$ cat src/rtl/touch_event_detector.sv
// Touch event detector: samples filtered x/y/z on a divided tick, debounces contact on z,
// and emits press/release/tap pulses, the held contact coordinate and per-sample motion deltas.
module touch_event_detector #(
    parameter logic [15:0] SAMPLE_DIV = 16'd50000,
    parameter logic [8:0]  Z_THRESH   = 9'd40,
    parameter int          DEBOUNCE   = 4,
    parameter logic [15:0] TAP_MAX    = 16'd200,
    parameter logic [8:0]  MOVE_TOL   = 9'd8
) (
    input  logic       cclk,
    input  logic       rstb,
    input  logic [8:0] x,
    input  logic [8:0] y,
    input  logic [8:0] z,
    output logic       touched,
    output logic [8:0] touch_x,
    output logic [8:0] touch_y,
    output logic       press_pulse,
    output logic       release_pulse,
    output logic       tap_pulse,
    output logic       motion_valid,
    output logic [9:0] dx,
    output logic [9:0] dy
);

    typedef enum logic [1:0] {
        IDLE       = 2'd0,
        PRESS_DB   = 2'd1,
        PRESSED    = 2'd2,
        RELEASE_DB = 2'd3
    } state_t;

    localparam logic [15:0] DIV_LAST = SAMPLE_DIV - 16'd1;
    localparam logic [3:0]  DB_LIM   = DEBOUNCE[3:0];

    state_t      state_r;
    logic [15:0] div_cnt_r;
    logic [3:0]  db_cnt_r;
    logic [8:0]  origin_x_r;
    logic [8:0]  origin_y_r;
    logic [8:0]  prev_x_r;
    logic [8:0]  prev_y_r;
    logic [15:0] dur_r;
    logic        moved_r;

    logic        tick_s;
    logic        contact_s;
    logic [9:0]  dx_s;
    logic [9:0]  dy_s;
    logic [9:0]  ox_abs_s;
    logic [9:0]  oy_abs_s;
    logic        moved_s;
    logic        motion_s;
    logic [3:0]  db_inc_s;
    logic [15:0] dur_inc_s;
    logic [15:0] tap_dur_s;
    logic        tap_s;
    logic        press_fire_s;
    logic        release_fire_s;
    logic        track_s;

    // Per-tick decode: contact, deltas, origin distance and debounce firing conditions
    always_comb begin
        tick_s         = (div_cnt_r == DIV_LAST);
        contact_s      = (z >= Z_THRESH);
        dx_s           = {1'b0, x} - {1'b0, prev_x_r};
        dy_s           = {1'b0, y} - {1'b0, prev_y_r};
        ox_abs_s       = (x >= origin_x_r) ? ({1'b0, x} - {1'b0, origin_x_r})
                                           : ({1'b0, origin_x_r} - {1'b0, x});
        oy_abs_s       = (y >= origin_y_r) ? ({1'b0, y} - {1'b0, origin_y_r})
                                           : ({1'b0, origin_y_r} - {1'b0, y});
        moved_s        = moved_r || (ox_abs_s > {1'b0, MOVE_TOL}) || (oy_abs_s > {1'b0, MOVE_TOL});
        motion_s       = (dx_s != 10'd0) || (dy_s != 10'd0);
        db_inc_s       = db_cnt_r + 4'd1;
        dur_inc_s      = (dur_r == 16'hFFFF) ? dur_r : (dur_r + 16'd1);
        press_fire_s   = 1'b0;
        release_fire_s = 1'b0;
        tap_dur_s      = dur_r;
        track_s        = 1'b0;
        case (state_r)
            IDLE: begin
                press_fire_s = tick_s && contact_s && (DB_LIM == 4'd1);
            end
            PRESS_DB: begin
                press_fire_s = tick_s && contact_s && (db_inc_s == DB_LIM);
            end
            PRESSED: begin
                release_fire_s = tick_s && !contact_s && (DB_LIM == 4'd1);
                track_s        = tick_s && contact_s;
            end
            RELEASE_DB: begin
                // The release tick itself still counts toward the press duration
                release_fire_s = tick_s && !contact_s && (db_inc_s == DB_LIM);
                tap_dur_s      = dur_inc_s;
                track_s        = tick_s && contact_s;
            end
            default: begin
                press_fire_s   = 1'b0;
                release_fire_s = 1'b0;
            end
        endcase
        tap_s = (tap_dur_s <= TAP_MAX) && !moved_r;
    end

    // Tick divider, contact FSM and all registered outputs
    always_ff @(posedge cclk) begin
        if (!rstb) begin
            state_r       <= IDLE;
            div_cnt_r     <= 16'd0;
            db_cnt_r      <= 4'd0;
            origin_x_r    <= 9'd0;
            origin_y_r    <= 9'd0;
            prev_x_r      <= 9'd0;
            prev_y_r      <= 9'd0;
            dur_r         <= 16'd0;
            moved_r       <= 1'b0;
            touched       <= 1'b0;
            touch_x       <= 9'd0;
            touch_y       <= 9'd0;
            press_pulse   <= 1'b0;
            release_pulse <= 1'b0;
            tap_pulse     <= 1'b0;
            motion_valid  <= 1'b0;
            dx            <= 10'd0;
            dy            <= 10'd0;
        end else begin
            press_pulse   <= 1'b0;
            release_pulse <= 1'b0;
            tap_pulse     <= 1'b0;
            motion_valid  <= 1'b0;
            div_cnt_r     <= tick_s ? 16'd0 : (div_cnt_r + 16'd1);
            if (tick_s) begin
                case (state_r)
                    IDLE: begin
                        if (press_fire_s) begin
                            state_r  <= PRESSED;
                            db_cnt_r <= 4'd0;
                        end else if (contact_s) begin
                            state_r  <= PRESS_DB;
                            db_cnt_r <= 4'd1;
                        end else begin
                            db_cnt_r <= 4'd0;
                        end
                    end
                    PRESS_DB: begin
                        if (!contact_s) begin
                            state_r  <= IDLE;
                            db_cnt_r <= 4'd0;
                        end else if (press_fire_s) begin
                            state_r  <= PRESSED;
                            db_cnt_r <= 4'd0;
                        end else begin
                            db_cnt_r <= db_inc_s;
                        end
                    end
                    PRESSED: begin
                        if (release_fire_s) begin
                            state_r  <= IDLE;
                            db_cnt_r <= 4'd0;
                        end else if (!contact_s) begin
                            state_r  <= RELEASE_DB;
                            db_cnt_r <= 4'd1;
                        end else begin
                            db_cnt_r <= 4'd0;
                        end
                    end
                    RELEASE_DB: begin
                        if (contact_s) begin
                            state_r  <= PRESSED;
                            db_cnt_r <= 4'd0;
                        end else if (release_fire_s) begin
                            state_r  <= IDLE;
                            db_cnt_r <= 4'd0;
                            dur_r    <= dur_inc_s;
                        end else begin
                            db_cnt_r <= db_inc_s;
                            dur_r    <= dur_inc_s;
                        end
                    end
                    default: begin
                        state_r  <= IDLE;
                        db_cnt_r <= 4'd0;
                    end
                endcase

                if (press_fire_s) begin
                    touched     <= 1'b1;
                    press_pulse <= 1'b1;
                    touch_x     <= x;
                    touch_y     <= y;
                    origin_x_r  <= x;
                    origin_y_r  <= y;
                    prev_x_r    <= x;
                    prev_y_r    <= y;
                    dur_r       <= 16'd0;
                    moved_r     <= 1'b0;
                    dx          <= 10'd0;
                    dy          <= 10'd0;
                end

                if (release_fire_s) begin
                    touched       <= 1'b0;
                    release_pulse <= 1'b1;
                    tap_pulse     <= tap_s;
                end

                if (track_s) begin
                    touch_x      <= x;
                    touch_y      <= y;
                    prev_x_r     <= x;
                    prev_y_r     <= y;
                    dur_r        <= dur_inc_s;
                    moved_r      <= moved_s;
                    motion_valid <= motion_s;
                    if (motion_s) begin
                        dx <= dx_s;
                        dy <= dy_s;
                    end
                end
            end
        end
    end

endmodule

$ cat config.mk
export PLATFORM = sky130hd
export DESIGN_NAME = touch_event_detector
export DESIGN_NICKNAME = d
export VERILOG_FILES = /design/src/rtl/touch_event_detector.sv
export SDC_FILE = /design/constraint.sdc
export NUM_CORES = 1
export LEC_CHECK = 0
export ABC_AREA = 1
export BUFFER_PORTS_ARGS = -buffer_cell sky130_fd_sc_hd__buf_2
export CORE_ASPECT_RATIO = 0.5
export CORE_MARGIN = 5
export CORE_UTILIZATION = 50
export DETAILED_ROUTE_END_ITERATION = 6
export PLACE_DENSITY = 0.69
export SLEW_MARGIN = 20
export SYNTH_ARGS = -nofsm -noshare
export SYNTH_HDL_FRONTEND = slang
export SYNTH_SLANG_ARGS = --single-unit
$ cat constraint.sdc
create_clock -name cclk -period 5.58 [get_ports cclk]
set_input_delay 1.116 -clock cclk [delete_from_list [all_inputs] [get_ports cclk]]
set_output_delay 1.116 -clock cclk [all_outputs]
set_load 0.02 [all_outputs]
==> impl_metrics.json, run 1 <==
{
  "outcome": "finished clean",
  "clock_latency_ns": 0.35,
  "fp.dieW_um": 183,
  "place_hpwl_um": 14600,
  "portBuffers": 68,
  "cts_setup_buffers": 0,
  "p_clk_frac": 0.407,
  "clock_sinks": 100,
  "seqCellArea_um2": 2000,
  "final_common_cell": "nand2_1",
  "setup_tns_ns": 0,
  "synth_cell_types": 41,
  "antenna_cells": 0,
  "routed_wl_um": 19100,
  "ys_ff_latch": 100,
  "clock_skew_ns": 0.0127,
  "synthCells": 1201,
  "htreeDepth": 3,
  "area_growth_pct": 10.0,
  "multiInputGateArea_um2": 4630,
  "cp.required_ns": 5.82,
  "gp_congestion": 0.940,
  "fp.dieArea_um2": 17700,
  "ctsResizeCount": 0,
  "relSlewSlack": 0.321,
  "combPwrFrac": 0.130,
  "vias_per_cell": 5.19,
  "yosysSeqAreaShare": 0.266,
  "syn_nets": 1294,
  "slew_violations": 0,
  "dr_total_vias": 7544,
  "cts_buffers": 9,
  "setup.worst_path.end_class": "flop",
  "pin_count": 72,
  "rsz0062_at_grt": "no",
  "hold_viol": 0,
  "grt_usage": 0.215,
  "overflow": 0,
  "die_y_um": 96.7,
  "layout_common_cells": "nand2_1, inv_1, nand3_1",
  "clockRootBuffer": "clkbuf_16",
  "switching_share": 0.290,
  "peakVddDrop_v": 0.000135,
  "synth_edf_count": 0,
  "fillers": 1467,
  "max_freq_mhz": 262,
  "cp.arrival_ns": 4.07,
  "p_per_area_nw_per_um2": 187,
  "cp-start-kind": "primary input",
  "nNetsFinal": 1343,
  "wl_per_cell_um": 13.2,
  "worst_slew_pin_slew_ns": 1.02,
  "clk_pin_slew_worst_paths_ns": 0.07,
  "ctsHoldBuffers": 0,
  "criticalPathCategory": "primary input to flop",
  "cts_buffer_depth": 2,
  "core_area_um2": 14600,
  "cts_tree": "built",
  "grt_antenna_before_repair": 0,
  "ys.flop_type": "dfxtp_1",
  "drv_cap": 0,
  "p_sw_uw": 449,
  "antenna_left": 0,
  "placed_area_um2": 7980,
  "crit_fanout": 20,
  "setup_viol": 0,
  "drive_gt1_frac": 0.0876,
  "hold_path.class": "flop to flop",
  "grt_pass1_wl_um": 32500,
  "first_pass_iters": 5,
  "yosysWarnings": 0,
  "syn_avg_cell_area_um2": 6.26,
  "final_area_um2": 8270,
  "syn-cell-area_um2": 7510,
  "grt_max_degree": 47,
  "sequentialPowerShare": 0.463,
  "min_period_over_period": 0.685,
  "grt_pass1_vias": 6980,
  "power_leakage_uw": 0.00414,
  "initial_core_util": 0.515,
  "async_reset_ff_frac": 0,
  "drc": 0,
  "first_iter_violations": 440,
  "period_minus_slack_ns": 3.82,
  "p_int_uw": 1100,
  "rows": 31
}
worst max-delay path, cell delays in order:
cell	delay, ns
buf_2	0.11
inv_1	0.07
ha_1	0.23
fa_1	0.40
inv_1	0.07
nand3_1	0.08
a21oi_1	0.24
nor2_1	0.08
o21ai_0	0.17
nand2_1	0.10
nand2_1	0.07
nand2_1	0.06
nand2_1	0.10
nand3_2	0.28
nand2_1	0.62
nand2_1	0.10
nand3_1	0.10
nand2_1	0.06
state kept, by name, indices dropped and copies added (netlist names), 4 cells and up, named ones only:
name	cells
dur_r	16
db_cnt_r	4
dx	10
div_cnt_r	16
dy	10
prev_x_r	9
origin_x_r	9
origin_y_r	9
prev_y_r	9
final timing paths:
| kind | cells past startpoint | slack [ns] | end | from |
|---|---|---|---|---|
| worst max-delay path | 18 | 1.76 | dy[3]$_SDFFE_PN0P_ | y[0] |
| worst min-delay path | 1 | 0.46 | div_cnt_r[0]$_SDFF_PP0_ | div_cnt_r[0]$_SDFF_PP0_ |
| worst max register to register | 16 | 2.38 | dy[3]$_SDFFE_PN0P_ | prev_y_r[0]$_SDFFE_PN0P_ |
| worst min register to register | 1 | 0.46 | div_cnt_r[0]$_SDFF_PP0_ | div_cnt_r[0]$_SDFF_PP0_ |
area by class of cell:
| class | instances | area share |
|---|---|---|
| Inverter | 193 | 0.0876 |
| Timing Repair Buffer | 72 | 0.0448 |
| Clock inverter | 7 | 0.00817 |
| Clock buffer | 9 | 0.0272 |
| Multi-Input combinational cell | 874 | 0.560 |
| Sequential cell | 100 | 0.242 |
| Tap cell | 198 | 0.0300 |
metal layers:
metal,global-route usage,up-vias,wire [um]
met5,0,-,0
met4,0.0406,0,164
met3,0.0319,17,809
met2,0.370,180,8890
met1,0.290,3429,9250
li1,-,3918,-
power groups by stage:
stage                     combinational (uW)  sequential, uW  clock (uW)
final                                    201             716         629
after floorplan                          143             732           0
after detailed placement                 197             733           0
after CTS                                199             716         649
after global routing                     230             716         673
after global placement                   194             733           0
cell families (layout without fill, tap and decap cells):
group / Yosys count / count (layout) / synth area share
simple gates: 603 / 603 / 0.345
flops: 100 / 100 / 0.266
fa+ha+maj: 64 / 64 / 0.113
xor+xnor: 28 / 28 / 0.0326
buf+inv: 227 / 281 / 0.117
compound gates: 179 / 179 / 0.126
Yosys cell counts (all sizes together) (2+ instances only):
| master | count | area share |
|---|---|---|
| xnor2 | 10 | 0.012 |
| o21a | 2 | 0.0020 |
| or2 | 11 | 0.0092 |
| dfxtp | 100 | 0.27 |
| a21o | 2 | 0.0020 |
| buf | 17 | 0.012 |
| inv | 192 | 0.096 |
| nor3 | 19 | 0.013 |
| ha | 58 | 0.097 |
| nand3b | 6 | 0.0060 |
| o21ai | 62 | 0.041 |
| and3 | 2 | 0.0017 |
| nor4 | 7 | 0.0078 |
| nor2 | 86 | 0.046 |
| a31oi | 3 | 0.0025 |
| xor2 | 18 | 0.021 |
| fa | 6 | 0.016 |
| o21bai | 3 | 0.0030 |
| nand2 | 344 | 0.17 |
| a21oi | 100 | 0.067 |
| clkbuf | 17 | 0.0085 |
| nand3 | 107 | 0.072 |
| nand4 | 19 | 0.016 |
| o2111ai | 2 | 0.0023 |
through the flow:
step | utilization | setup WS [ns] | power [uW] | cells | hold WS [ns]
floorplan | - | 2.38 | 875 | 1201 | 0.418
global placement | 0.547 | 1.47 | 927 | 1437 | 0.431
detailed placement | 0.547 | 1.44 | 930 | 1437 | 0.447
CTS | 0.567 | 1.83 | 1560 | 1453 | 0.459
global route | 0.567 | 1.42 | 1620 | 1453 | 0.484
finish | 0.567 | 1.76 | 1550 | 1453 | 0.455
Note: power is estimated with default switching activity, not from simulation.
==> run 2, diff against run 1 <==
--- a/config.mk
+++ b/config.mk
@@ -11,7 +11,7 @@
 export CORE_MARGIN = 5
 export CORE_UTILIZATION = 50
 export DETAILED_ROUTE_END_ITERATION = 6
-export PLACE_DENSITY = 0.69
+export PLACE_DENSITY = 0.72
 export SLEW_MARGIN = 20
 export SYNTH_ARGS = -nofsm -noshare
 export SYNTH_HDL_FRONTEND = slang
==> constraint.sdc (replaced) <==
create_clock -name cclk -period 3.1 [get_ports cclk]
set_input_delay 0.62 -clock cclk [delete_from_list [all_inputs] [get_ports cclk]]
set_output_delay 0.62 -clock cclk [all_outputs]
set_load 0.02 [all_outputs]
==> run 2 against run 1 <==
Compared with the run above:
- utilization up 0.72 points
- total power grew 81%
- non-clock buffer count grew 11
- sequential power grew 80%
- worst hold slack hardly changed
- largest power group unchanged
==> impl_metrics.json, run 2 (synthesis gave the netlist of run 1 again) <==
{
  "setup_tns_ns": 0,
  "worst_slew_pin_slew_ns": 1.03,
  "slew_violations": 0,
  "clk_pin_slew_worst_paths_ns": 0.08,
  "gp_congestion": 0.915,
  "relSlewSlack": 0.314,
  "cpPeakStageDelay_ns": 0.49,
  "final_cells": 1464,
  "drv_cap": 0,
  "grt_max_degree": 39,
  "dp_slack_ns": 0.0687,
  "clockRootBuffer": "clkbuf_16",
  "antenna_left": 0,
  "clock_sinks": 100,
  "antenna_cells": 0,
  "place_hpwl_um": 14700,
  "cts_buffers": 9,
  "top_regs": "div_cnt_r (16), dur_r (16)",
  "peakVddDrop_v": 0.000291,
  "die_y_um": 96.7,
  "criticalPathCategory": "flop to flop",
  "routed_wl_um": 19000,
  "sequentialPowerShare": 0.460,
  "htreeDepth": 3,
  "fin_ws_ns": 0.350,
  "min_period_over_period": 0.887,
  "grt_usage": 0.213,
  "cp.required_ns": 3.34,
  "power_leakage_uw": 0.00420,
  "max_freq_mhz": 364,
  "fillers": 1455,
  "overflow": 0,
  "first_iter_violations": 553,
  "vias_per_cell": 5.17,
  "p_int_uw": 1990,
  "core_area_um2": 14600,
  "crit_fanout": 21,
  "area_growth_pct": 11.4,
  "combPwrFrac": 0.131,
  "fp.dieW_um": 183,
  "fin_util": 0.574,
  "setup.worst_path.end_class": "flop",
  "ctsHoldBuffers": 0,
  "layout_common_cells": "nand2_1, inv_1, nand3_1",
  "drive_gt1_frac": 0.0956,
  "wl_per_cell_um": 13.0,
  "pin_count": 72,
  "rsz0062_at_grt": "no",
  "initial_core_util": 0.515,
  "p_sw_uw": 815,
  "cp.arrival_ns": 2.99,
  "cts_buffer_depth": 2,
  "hold_viol": 0,
  "cts_setup_buffers": 0,
  "critPathSlowestCell": "nor4_4",
  "cts_tree": "built",
  "clock_skew_ns": 0.0121,
  "clock_latency_ns": 0.35,
  "final_common_cell": "nand2_1",
  "p_per_area_nw_per_um2": 335,
  "switching_share": 0.291,
  "hold_path.class": "flop to flop",
  "rows": 31,
  "drc": 0,
  "p_clk_frac": 0.410,
  "fp.dieArea_um2": 17700,
  "dp_cells": 1448,
  "crit_chain": "ha_1 > nand2_1 > inv_2 > nand3_1 > nor4_4 > nand2_2 > nor2_8 > nor2_2 > buf_4 > o21ai_0 > nor2_1",
  "first_pass_iters": 5,
  "portBuffers": 68,
  "grt_pass1_vias": 7023,
  "period_minus_slack_ns": 2.75,
  "cp-start-kind": "flop",
  "outcome": "finished clean",
  "grt_antenna_before_repair": 0,
  "grt_pass1_wl_um": 32500,
  "ctsResizeCount": 0,
  "nNetsFinal": 1354,
  "dr_total_vias": 7563,
  "setup_viol": 0
}
-- run 2: layer usage --
layer / GRT usage / wire length, um / vias to the layer above
met1: 0.286 / 9140 / 3415
met3: 0.0364 / 975 / 16
met5: 0 / 0 / -
met2: 0.363 / 8790 / 185
met4: 0.0366 / 140 / 0
li1: - / - / 3947
-- run 2: power groups by stage --
| stage | Combinational [uW] | Clock [uW] | Sequential [uW] |
|---|---|---|---|
| 6_report | 366 | 1150 | 1290 |
| 5_1_grt | 420 | 1230 | 1290 |
| 4_1_cts | 363 | 1180 | 1290 |
| 3_5_place_dp | 360 | 0 | 1320 |
| 3_3_place_gp | 356 | 0 | 1320 |
| 2_1_floorplan | 257 | 0 | 1320 |
-- run 2: worst paths after layout --
check,depth (start not counted),startpoint,slack (ns),end
max,11,div_cnt_r[0]$_SDFF_PP0_,0.35,prev_x_r[0]$_SDFFE_PN0P_
min,1,div_cnt_r[0]$_SDFF_PP0_,0.46,div_cnt_r[0]$_SDFF_PP0_
max reg2reg,11,div_cnt_r[0]$_SDFF_PP0_,0.35,prev_x_r[0]$_SDFFE_PN0P_
min reg2reg,1,div_cnt_r[0]$_SDFF_PP0_,0.46,div_cnt_r[0]$_SDFF_PP0_
-- run 2: cell type report --
cell class	count	area, um^2	share of cell area
Multi-Input combinational cell	874	4630	0.553
Sequential cell	100	2000	0.239
Inverter	193	724	0.0865
Timing Repair Buffer	83	465	0.0556
Tap cell	198	248	0.0296
Clock buffer	9	225	0.0269
Clock inverter	7	77.6	0.00926
-- run 2: through the flow --
step           area [um^2]  power [uW]  hold WS, ns
6_report              8370        2800        0.455
2_1_floorplan         7510        1580        0.418
4_1_cts               8370        2830        0.460
5_1_grt               8370        2940        0.488
3_3_place_gp          8070        1670        0.435
3_5_place_dp          8070        1680        0.441
-- run 2: critical path: cells and delay by family (launching register included) --
kind	cells	cell delay, ns
AND/OR/NAND/NOR	7	1.53
flip-flops	1	0.36
adder cells (fa/ha/maj)	1	0.17
AO/OA/AOI/OAI	1	0.22
buffers and inverters	2	0.34
==> run 3, diff against run 2 <==
--- a/config.mk
+++ b/config.mk
@@ -12,6 +12,7 @@
 export CORE_UTILIZATION = 50
 export DETAILED_ROUTE_END_ITERATION = 6
 export PLACE_DENSITY = 0.72
+export RECOVER_POWER = 50
 export SLEW_MARGIN = 20
 export SYNTH_ARGS = -nofsm -noshare
 export SYNTH_HDL_FRONTEND = slang
==> run 3 against run 2 <==
Compared with the run above:
- total power hardly changed
- critical path depth stayed put
- sequential power hardly changed
- sequential share of layout area is 0.18 points higher
- non-clock buffer count stayed put
- clock skew is 0.0013 ns higher
- global-route usage stayed put
- highest routed layer unchanged
==> impl_metrics.json, run 3 (synthesis gave the netlist of run 1 again) <==
{
  "p_int_uw": 1990,
  "pin_count": 72,
  "setup_viol": 0,
  "routed_wl_um": 19000,
  "crit_fanout": 21,
  "rsz0062_at_grt": "no",
  "grt_antenna_before_repair": 0,
  "hold_path.class": "flop to flop",
  "worst_slew_pin_slew_ns": 1.07,
  "cts_tree": "built",
  "clockRootBuffer": "clkbuf_16",
  "clock_latency_ns": 0.35,
  "clk_pin_slew_worst_paths_ns": 0.08,
  "final_cells": 1464,
  "reg2reg_to": "prev_x_r[0]$_SDFFE_PN0P_",
  "cp.required_ns": 3.34,
  "clock_skew_ns": 0.0134,
  "rows": 31,
  "setup_tns_ns": 0,
  "antenna_left": 0,
  "area_growth_pct": 10.6,
  "fp.dieArea_um2": 17700,
  "peakVddDrop_v": 0.000292,
  "sequentialPowerShare": 0.459,
  "period_minus_slack_ns": 2.72,
  "fin_util": 0.570,
  "hold_start": "div_cnt_r[0]$_SDFF_PP0_",
  "outcome": "finished clean",
  "place_hpwl_um": 14700,
  "grt_max_degree": 39,
  "portBuffers": 68,
  "first_iter_violations": 559,
  "grt_pass1_vias": 7023,
  "dr_total_vias": 7575,
  "power_leakage_uw": 0.00401,
  "switching_share": 0.291,
  "p_sw_uw": 818,
  "critPathTopFamily": "simple AND/OR/NAND/NOR gates",
  "vias_per_cell": 5.17,
  "cts_buffers": 9,
  "worst-path-buf-inv": 2,
  "clock_sinks": 100,
  "ctsHoldBuffers": 0,
  "total_power_uw": 2810,
  "dp_cells": 1448,
  "drv_cap": 0,
  "drive_gt1_frac": 0.0600,
  "gp_congestion": 0.915,
  "drc": 0,
  "cp.arrival_ns": 2.97,
  "combPwrFrac": 0.130,
  "slew_violations": 0,
  "min_to": "div_cnt_r[0]$_SDFF_PP0_",
  "final_common_cell": "nand2_1",
  "hold_viol": 0,
  "layout_common_cells": "nand2_1, inv_1, nand3_1",
  "die_y_um": 96.7,
  "cp-start-kind": "flop",
  "cpPeakStageDelay_ns": 0.49,
  "timing.reg2reg.setup_slack_ns": 0.38,
  "worstRegToRegCells": 11,
  "grt_usage": 0.213,
  "r2r-start": "div_cnt_r[0]$_SDFF_PP0_",
  "min_period_over_period": 0.879,
  "crit_chain": "ha_1 > nand2_1 > inv_2 > nand3_1 > nor4_4 > nand2_2 > nor2_8 > nor2_2 > buf_4 > o21ai_0 > nor2_1",
  "initial_core_util": 0.515,
  "p_per_area_nw_per_um2": 338,
  "cts_buffer_depth": 2,
  "wl_per_cell_um": 13.0,
  "core_area_um2": 14600,
  "cts_setup_buffers": 0,
  "relSlewSlack": 0.288,
  "p_clk_frac": 0.410,
  "fp.dieW_um": 183,
  "ctsResizeCount": 0,
  "htreeDepth": 3,
  "grt_pass1_wl_um": 32500,
  "overflow": 0,
  "setup.worst_path.end_class": "flop",
  "nNetsFinal": 1354,
  "criticalPathCategory": "flop to flop",
  "first_pass_iters": 7,
  "antenna_cells": 0,
  "critPathSlowestCell": "nor4_4",
  "holdPathStages": 1,
  "top_regs": "div_cnt_r (16), dur_r (16)",
  "max_freq_mhz": 367
}
## run 3: cell types whose count changed in the layout (fill, tap and decap cells not counted), sizes merged
| cell | before | now |
|---|---|---|
| buf | 83 | 39 |
| clkbuf | 9 | 53 |
## run 3: worst max-delay path by stage
stage                          endpoint                    start  slack [ns]  cells after the start
3_5_place_dp         dx[1]$_SDFFE_PN0P_                     x[0]        0.07                     20
4_1_cts        prev_x_r[3]$_SDFFE_PN0P_  div_cnt_r[0]$_SDFF_PP0_        0.38                     11
5_1_grt        prev_x_r[8]$_SDFFE_PN0P_  div_cnt_r[0]$_SDFF_PP0_        0.13                     11
6_report       prev_x_r[0]$_SDFFE_PN0P_  div_cnt_r[0]$_SDFF_PP0_        0.38                     11
2_1_floorplan        dy[4]$_SDFFE_PN0P_                     x[0]        0.40                     19
3_3_place_gp         dx[6]$_SDFFE_PN0P_                     x[0]        0.12                     20
## run 3: metal layers
| layer | wire, um | up-vias | share of wire | GRT usage |
|---|---|---|---|---|
| li1 | - | 3948 | - | - |
| met2 | 8780 | 165 | 0.46 | 0.363 |
| met3 | 961 | 12 | 0.051 | 0.0364 |
| met5 | 0 | - | 0 | 0 |
| met4 | 131 | 0 | 0.0069 | 0.0366 |
| met1 | 9140 | 3450 | 0.48 | 0.286 |
## run 3: power by group through the flow
stage          registers, uW  clock network, uW  logic (uW)
3_3_place_gp            1320                  0         356
5_1_grt                 1290               1230         419
6_report                1290               1150         366
2_1_floorplan           1320                  0         257
3_5_place_dp            1320                  0         360
4_1_cts                 1290               1180         363
## run 3: cell type report
| cell class | instances | area [um^2] |
|---|---|---|
| inverter | 193 | 724 |
| timing repair buffer | 83 | 408 |
| clock buffer | 9 | 225 |
| fill | 1474 | 6270 |
| clock inverter | 7 | 77.6 |
| tap | 198 | 248 |
| sequential | 100 | 2000 |
| multi-input combinational | 874 | 4630 |
## run 3: through the flow
stage | instance area (um^2) | hold WS [ns] | setup slack [ns]
global placement | 8070 | 0.435 | 0.124
floorplan | 7510 | 0.418 | 0.397
finish | 8310 | 0.456 | 0.375
CTS | 8370 | 0.460 | 0.378
global route | 8310 | 0.490 | 0.128
detailed placement | 8070 | 0.441 | 0.0687
